$ cat src/rtl/mem_issue_queue.sv
// In-order memory issue queue: a circular buffer of dispatched load/store ops that
// tracks per-source readiness from the wakeup buses and issues the head op when it is ready.
module mem_issue_queue #(
   parameter int unsigned DEPTH     = 8,
   parameter int unsigned ROB_W     = 6,
   parameter int unsigned PREG_W    = 7,
   parameter int unsigned PAYLOAD_W = 64,
   parameter int unsigned WAKE_N    = 2
) (
   input  logic                       clk,
   input  logic                       rst_n,
   input  logic                       flush_i,
   input  logic                       dis_valid_i,
   output logic                       dis_ready_o,
   input  logic [ROB_W-1:0]           dis_rob_idx_i,
   input  logic [PREG_W-1:0]          dis_psrc0_i,
   input  logic [PREG_W-1:0]          dis_psrc1_i,
   input  logic                       dis_src0_rdy_i,
   input  logic                       dis_src1_rdy_i,
   input  logic [PAYLOAD_W-1:0]       dis_payload_i,
   input  logic [WAKE_N-1:0]          wk_valid_i,
   input  logic [WAKE_N*PREG_W-1:0]   wk_preg_i,
   output logic                       iss_valid_o,
   input  logic                       iss_ready_i,
   output logic [ROB_W-1:0]           iss_rob_idx_o,
   output logic [PREG_W-1:0]          iss_psrc0_o,
   output logic [PREG_W-1:0]          iss_psrc1_o,
   output logic [PAYLOAD_W-1:0]       iss_payload_o,
   output logic [$clog2(DEPTH):0]     count_o
);

   localparam int unsigned IDX_W = $clog2(DEPTH);
   localparam int unsigned PTR_W = IDX_W + 1;

   logic [PTR_W-1:0]     r_head;
   logic [PTR_W-1:0]     r_tail;
   logic [ROB_W-1:0]     r_rob     [DEPTH];
   logic [PREG_W-1:0]    r_psrc0   [DEPTH];
   logic [PREG_W-1:0]    r_psrc1   [DEPTH];
   logic [PAYLOAD_W-1:0] r_payload [DEPTH];
   logic [DEPTH-1:0]     r_rdy0;
   logic [DEPTH-1:0]     r_rdy1;

   logic [IDX_W-1:0]     w_hidx;
   logic [IDX_W-1:0]     w_tidx;
   logic                 w_empty;
   logic                 w_full;
   logic                 w_dis_fire;
   logic                 w_iss_fire;
   logic                 w_dis_rdy0;
   logic                 w_dis_rdy1;

   // True when any valid wakeup port names this physical register.
   function automatic logic f_wake(input logic [PREG_W-1:0] p);
      logic hit;
      hit = 1'b0;
      for (int unsigned k = 0; k < WAKE_N; k++) begin
         if (wk_valid_i[k] && (wk_preg_i[k*PREG_W +: PREG_W] == p)) hit = 1'b1;
      end
      return hit;
   endfunction

   assign w_hidx      = r_head[IDX_W-1:0];
   assign w_tidx      = r_tail[IDX_W-1:0];
   assign w_empty     = (r_head == r_tail);
   assign w_full      = (w_hidx == w_tidx) && (r_head[IDX_W] != r_tail[IDX_W]);
   assign dis_ready_o = ~w_full;
   assign iss_valid_o = ~w_empty & r_rdy0[w_hidx] & r_rdy1[w_hidx] & ~flush_i;
   assign w_dis_fire  = dis_valid_i & ~w_full & ~flush_i;
   assign w_iss_fire  = iss_valid_o & iss_ready_i;
   assign count_o     = r_tail - r_head;

   assign w_dis_rdy0  = dis_src0_rdy_i | (dis_psrc0_i == '0) | f_wake(dis_psrc0_i);
   assign w_dis_rdy1  = dis_src1_rdy_i | (dis_psrc1_i == '0) | f_wake(dis_psrc1_i);

   assign iss_rob_idx_o = r_rob[w_hidx];
   assign iss_psrc0_o   = r_psrc0[w_hidx];
   assign iss_psrc1_o   = r_psrc1[w_hidx];
   assign iss_payload_o = r_payload[w_hidx];

   // Pointers; flush wins over any same-cycle dispatch or issue.
   always_ff @(posedge clk or negedge rst_n) begin
      if (!rst_n) begin
         r_head <= '0;
         r_tail <= '0;
      end else if (flush_i) begin
         r_head <= '0;
         r_tail <= '0;
      end else begin
         if (w_dis_fire) r_tail <= r_tail + PTR_W'(1);
         if (w_iss_fire) r_head <= r_head + PTR_W'(1);
      end
   end

   // Ready bits: loaded at allocation (including same-cycle wakeup), then sticky.
   always_ff @(posedge clk or negedge rst_n) begin
      if (!rst_n) begin
         r_rdy0 <= '0;
         r_rdy1 <= '0;
      end else begin
         for (int unsigned i = 0; i < DEPTH; i++) begin
            if (w_dis_fire && (w_tidx == IDX_W'(i))) begin
               r_rdy0[i] <= w_dis_rdy0;
               r_rdy1[i] <= w_dis_rdy1;
            end else begin
               if (f_wake(r_psrc0[i])) r_rdy0[i] <= 1'b1;
               if (f_wake(r_psrc1[i])) r_rdy1[i] <= 1'b1;
            end
         end
      end
   end

   // Entry data is written on dispatch and never cleared.
   always_ff @(posedge clk) begin
      if (w_dis_fire) begin
         r_rob[w_tidx]     <= dis_rob_idx_i;
         r_psrc0[w_tidx]   <= dis_psrc0_i;
         r_psrc1[w_tidx]   <= dis_psrc1_i;
         r_payload[w_tidx] <= dis_payload_i;
      end
   end

endmodule

$ cat config.mk
export PLATFORM = sky130hd
export DESIGN_NAME = mem_issue_queue
export DESIGN_NICKNAME = d
export VERILOG_FILES = /design/src/rtl/mem_issue_queue.sv
export SDC_FILE = /design/constraint.sdc
export NUM_CORES = 1
export LEC_CHECK = 0
export CAP_MARGIN = 0
export CORE_UTILIZATION = 43
export DETAILED_ROUTE_END_ITERATION = 8
export RECOVER_POWER = 50
export SYNTH_ARGS = -nofsm -noshare
export SYNTH_HDL_FRONTEND = slang
export SYNTH_SLANG_ARGS = --single-unit
$ cat constraint.sdc
create_clock -name clk -period 9.3 [get_ports clk]
set_clock_uncertainty 0.2 [all_clocks]
set_input_delay 1.86 -clock clk [delete_from_list [all_inputs] [get_ports clk]]
set_output_delay 1.86 -clock clk [all_outputs]
set_load 0.05 [all_outputs]
; Yosys cells after proc, flatten, opt, wreduce, memory -nomap -nowiden
; Memory sizes are Yosys's and may differ from the RTL's.
; Index checks and enable logic that the tools add are counted.
[op_classes]
addsub = 3
n_mul = 0
div = 0
n_lt_le_gt_ge = 1
eq_ne = 46
n_shift = 0
mux = 94
bitwise_logic = 13
n_reduce_logical = 66
[op_table]
columns = operator, count
row1 = $eq 7x7->1, 36
row2 = $mux 1, 88
row3 = $logic_and 1x1->1, 45
row4 = $reduce_bool 2->1, 18
row5 = $mux 4, 4
row6 = $logic_not 7->1, 2
row7 = $eq 3x3->1 const B, 4
row8 = $add 4x1->4 const B, 2
row9 = $and 1x1->1, 6
row10 = $bmux 1 s3, 2
row11 = $eq 3x2->1 const B, 2
row12 = $eq 4x4->1, 1
row13 = $lt 3x4->1 const B, 1
row14 = $or 1x1->1, 4
row15 = $sub 4x4->4, 1
row16 = $eq 3x1->1 const B, 1
row17 = $eq 3x3->1, 1
row18 = $logic_not 3->1, 1
row19 = $not 1->1, 3
row20 = $ne 1x1->1, 1
[word_totals]
register_bits = 24
latchBits = 0
ramBits = 672
mem_bits_ro = 0
input_bits = 107
word_cells = 245
mem_count = 4
[mem_list]
columns = memory, words, width, read_ports, rd_ports_with_merged_regs, wr, line
row1 = r_payload, 8, 64, 1, 0, 1, 40  ; logic [PAYLOAD_W-1:0] r_payload [DEPTH];
row2 = r_psrc0, 8, 7, 9, 0, 1, 38  ; logic [PREG_W-1:0] r_psrc0 [DEPTH];
row3 = r_psrc1, 8, 7, 9, 0, 1, 39  ; logic [PREG_W-1:0] r_psrc1 [DEPTH];
row4 = r_rob, 8, 6, 1, 0, 1, 37  ; logic [ROB_W-1:0] r_rob [DEPTH];

; Logic depth before layout (Yosys ltp)
[logic_depth]
depth_word = 9
mapped_depth = 10
ltp_nobuf = 7

; Worst setup path before layout
; No wires, ideal clock.
[synth_timing]
path_kind = in2reg
startpoint = in dis_valid_i
endpoint = mem r_payload[0][0], enable pin
setup_time_ps = 629
t_arrival_ps = 8028
required_ps = 8471
setup_slack_ps = 443
stages = 4
n_path_buf = 1
path_cell_list = and2_1 -> clkbuf_1 -> nand3_1 -> nor3_1
[synth_via]
elab_chain_len = 4
[synth_rtl]
columns = element, line
row1 = start: declaration, 13  ; input logic dis_valid_i,
row2 = $and 1x1->1 (2 in a row), 69  ; assign w_dis_fire = dis_valid_i & ~w_full & ~flush_i;
row3 = $mux 1, 115  ; if (w_dis_fire) begin
row4 = $mux 1 (implied by the code), 119  ; r_payload[w_tidx] <= dis_payload_i;
row5 = end: declaration, 40
; No other way between the ends.

; Worst setup path after layout
[layout_timing]
startpoint = reg r_head[2]
endpoint = out iss_valid_o
[layout_via]
elab_chain_len = 5
word_cells_on_any_way = 9
cone_classes = eq/ne: 1 / mux: 4 / bitwise: 4
[layout_rtl]
columns = element, line
row1 = start: declaration, 35  ; logic [PTR_W-1:0] r_head;
row2 = start signal: assignment, 91  ; if (w_iss_fire) r_head <= r_head + PTR_W'(1);
row3 = $bmux 1 s3 or $eq 4x4->1 (tied branches), "68, 65"
row4 = $mux 1 (implied by the code) or $not 1->1 (tied branches), 68  ; assign iss_valid_o = ~w_empty & r_rdy0[w_hidx] & r_rdy1[w_hidx] & ~flush_i;
row5 = $and 1x1->1, 68
row6 = $and 1x1->1 * (2 in a row), 68
row7 = end: declaration, 23  ; output logic iss_valid_o,
; Mark *: on every way between the ends. The rest lies on a longest branch, timed or not. The select of a mux whose other input is x is not followed.

==> metrics.md <==
| Metric | Value |
|---|---|
| Grt total ovfl | 0 |
| Peak Freq | 133 MHz |
| Max clock buf depth | 3 |
| Worst reg2reg setup slack | 2.27 ns |
| Final min period | 7.52 ns |
| CP max stage delay | 1.42 ns |
| Slew HR | -46.6% |
| Leakage power | 11.1 nW |
| Rows | between 90 and 100 |
| Slew @ Worst Pin | 2.20 ns |
| H-tree depth | 3 |
| Post-Synthesis Cell Area | 0.0296 sq mm |
| Tcrit/Tclk final | 80.8% |
| Max Slew Vio Count | 88 |
| Worst EP arrival | 5.46 ns |
| Reg clk slew, reported paths | roughly 0.060 ns |
| Synth Net Count | ~1,800 |
| Max-cap violations | 3 |
| Critical path origin | r_head[2] |
| Peak supply drop | 0.000123 V |
| Post-synthesis cell type count | 37 |
| CP required | 7.24 ns |
| Vias | approximately 16,000 |
| Port-buffer cells | 196 |
| Crit-path cells | clkinvlp_2 -> buf_4 -> ha_1 -> nand3_1 -> o221a_1 -> clkdlybuf4s50_1 |
| Largest net degree at the start of global routing | 76 |
| Residual DRC | 0 |
| Post-synth top area share | 68.2% |
| Core area | 0.0676 sq mm |
| Post-Layout Cell Count | 2,849 |
| CP max FO | 56 |
| Synth-to-layout area growth | 18.3% |
| Status | finished, violations left |
| Wire length on met2 | 35,900 microns |
| Clk_lat worst skew | ~0.6 ns |
| DR top layer | met5 |
| Number of global-route vias before repair | approximately 17,000 |
| Post-synthesis instance total | 1,696 |
| Post-CTS Hold Buffers | 0 |
| Buffer and inverter count on the worst path | 3 |
| CTS Root Cell | clkbuf_16 |
| Die Wd | between 200 and 300 microns |
| Crit path max-delay family | buffers and inverters |
| CTS buffer count | 74 |
| TritonRoute pass-1 iters | 7 |
| GRT Total Usage | 21.1% |
| Met1 Routed Length | 30,700 microns |
| Power density of the placed cells | just over 200 mW/mm^2 |
| Failing checks | max-capacitance violations, max-slew violations |
| Final hold vios | 0 |
| Post-synthesis mux area share | 13.5% |
| Post-Synth Simple-Gate Area | slightly above 6% |
| CP max-delay cell | clkinvlp_2 |
| Post-synthesis compound-gate area fraction | 0.385% |
| Initial core utilization | 43.8% |
| Initial DRC Count | 1,108 |
| Cell total after placement | 2,714 |
| Post-Synth Adder-Cell Area | 0.490% |
| Largest family of logic cells by synthesized area | multiplexers |
| Final HPWL DP | ~41,000 microns |
| Reg area | 0.0208 sq mm |
| Die Y | 264 microns |
| Routed met3 length | 4370 microns |
| Die area | about 0.070 sq mm |
| Final Util | between 50 and 60% |
| First-pass GRT wire length | 109,000 microns |
| Post-Syn Area per Cell | 17.5 sq um |
| Synth top area cells | edfxtp_1, mux4_2, xnor2_1, nand2_1, dfrtp_1 |
| Post-cts sizing count | 0 |
| Via density | 5.57 |
| RSZ-0062 raised after global routing | no |
| Multi-input logic area | approximately 0.0084 sq mm |
| #FFs+latches synth | 696 |
| TritonCTS clock tree | done |
| Total negative slack | 0 ns |
| Clk sinks | 696 |
| FILL cells | 5,441 |
| Synth Area in XOR/XNOR | approximately 7.7% |
| Sequential share of the synthesized area | 70.2% |
| Routability cong. | 0.834 |
| Routed len/inst | 25.5 microns |
| Initial antenna violation count | 11 |
| Total Wirelength | 72,700 microns |
| Hold Startpoint | r_rdy1[5] |
| Setup crit start kind | flop |
| R2R Path Start | r_head[2] |
| Crit path capture type | output port |
| Setup bufs post-CTS | 0 |
| Synth warn | 0 |
| Antenna viol nets, final | 0 |
| Worst min-delay path class | flop to flop |
| Synth area leader | edfxtp_1 |
| Setup Crit Path Kind | flop to output port |
| Ports | 197 |
| Fraction of layout cells with a size suffix above 1 | 16.5% |
| Nets | 2,035 |
| # setup viols final | 0 |
[power breakdown]
part,switching (W),internal [W]
clock,0.00120,0.00171
sequential,0.0000500,0.00352
combinational,0.000466,0.000327
total,0.00172,0.00555
[per-stage QoR]
stage | power [W] | setup slack (ns) | cell area, sq um | hold slack [ns]
3_3_place_gp | 0.00443 | 3.46 | 32600 | 0.345
2_1_floorplan | 0.00415 | 0.443 | 29600 | 0.321
6_report | 0.00727 | 1.78 | 35000 | 0.359
5_1_grt | 0.00751 | 1.50 | 35000 | 0.385
3_5_place_dp | 0.00444 | 3.44 | 32600 | 0.352
4_1_cts | 0.00736 | 2.92 | 35000 | 0.365
[final timing paths]
kind	cells after the start	endpoint
worst min-delay path	2	r_rdy1[5]
worst max register to register	9	r_payload[6][56]
max in group asynchronous	2	r_head[0]
worst min register to register	2	r_rdy1[5]
min in group asynchronous	2	r_rdy1[4]
worst max-delay path	6	iss_valid_o
[synth_stat cells]
master and number:
buf_2 49, xor2_1 8, nor2_1 49, clkbuf_1 28, dfrtp_1 24, or4_1 1
and2_1 1, nor4_2 1, o21ai_1 2, edfxtp_1 672, nand4_1 70, inv_4 1
nand3_1 5, inv_2 1, o31ai_1 1, fa_1 1, xnor2_1 251, nor4_1 3
a211oi_1 1, buf_1 12, nand2b_1 1, o221a_1 1, o22ai_4 1, a211o_1 1
nand2_1 275, a41oi_1 1, mux2i_1 16, buf_4 2, or3_1 1, nor3_1 22
o2111ai_1 2, mux2_2 1, a21oi_1 3, a21o_1 1, inv_1 7, mux4_2 170
ha_1 10
[state kept, by name, summed over array words and instances (netlist names)]
name,cells
r_rdy1,8
r_psrc1,56
r_psrc0,56
r_rdy0,8
r_tail,4
r_head,4
r_payload,512
r_rob,48
[placed cells by master, fill, tap and decap left out, types with 4 or more instances in the layout]
cell	netlist	final
inv_1	7	7
nand3_1	5	5
bufinv_16	0	6
dlygate4sd3_1	0	85
dfrtp_1	24	21
nand2_1	275	275
xnor2_1	251	251
clkinvlp_4	0	4
buf_4	2	36
nor2_1	49	43
xor2_1	8	8
edfxtp_1	672	672
nor2_4	0	6
clkinv_1	0	11
ha_1	10	10
nor3_1	22	20
mux4_2	170	170
nand4_1	70	70
clkinv_2	0	7
clkdlybuf4s50_1	0	111
mux2i_1	16	16
diode_2	0	5
clkbuf_1	28	18
clkbuf_16	0	77
[worst register-to-register path: stages (launching register included)]
cell        delay (ns)
dfrtp_4           0.72
clkinvlp_2        1.47
buf_4             0.90
ha_1              0.49
nand3_1           0.18
nand2b_1          0.15
and2_0            0.32
nand3_1           0.36
nor2_4            0.19
clkbuf_1          1.58
[metal layers]
| metal | vias up | track usage [%] |
|---|---|---|
| met1 | 8300 | 28.3 |
| met2 | 480 | 34.8 |
| met4 | 12 | 7.04 |
| met5 | - | 0 |
| li1 | 6955 | - |
| met3 | 110 | 3.89 |
[kinds of logic (layout without fill, tap and decap cells)]
group | Yosys count | count (layout)
buf+inv | 100 | 375
flops | 696 | 696
fa+ha+maj | 11 | 11
compound gates | 14 | 14
xor+xnor | 259 | 259
simple gates | 429 | 429
mux | 187 | 187
other cells | 0 | 5
[area by class of cell]
class                           count  share of cell area, %
Sequential cell                   696                   59.4
Multi-Input combinational cell    900                   24.0
Timing Repair Buffer              236                   6.51
Clock buffer                       96                   5.79
Tap cell                          873                   3.12
Clock inverter                     34                   1.06
Inverter                            9                  0.100
Antenna cell                        5                 0.0357
Note: power is estimated with default switching activity, not from simulation.
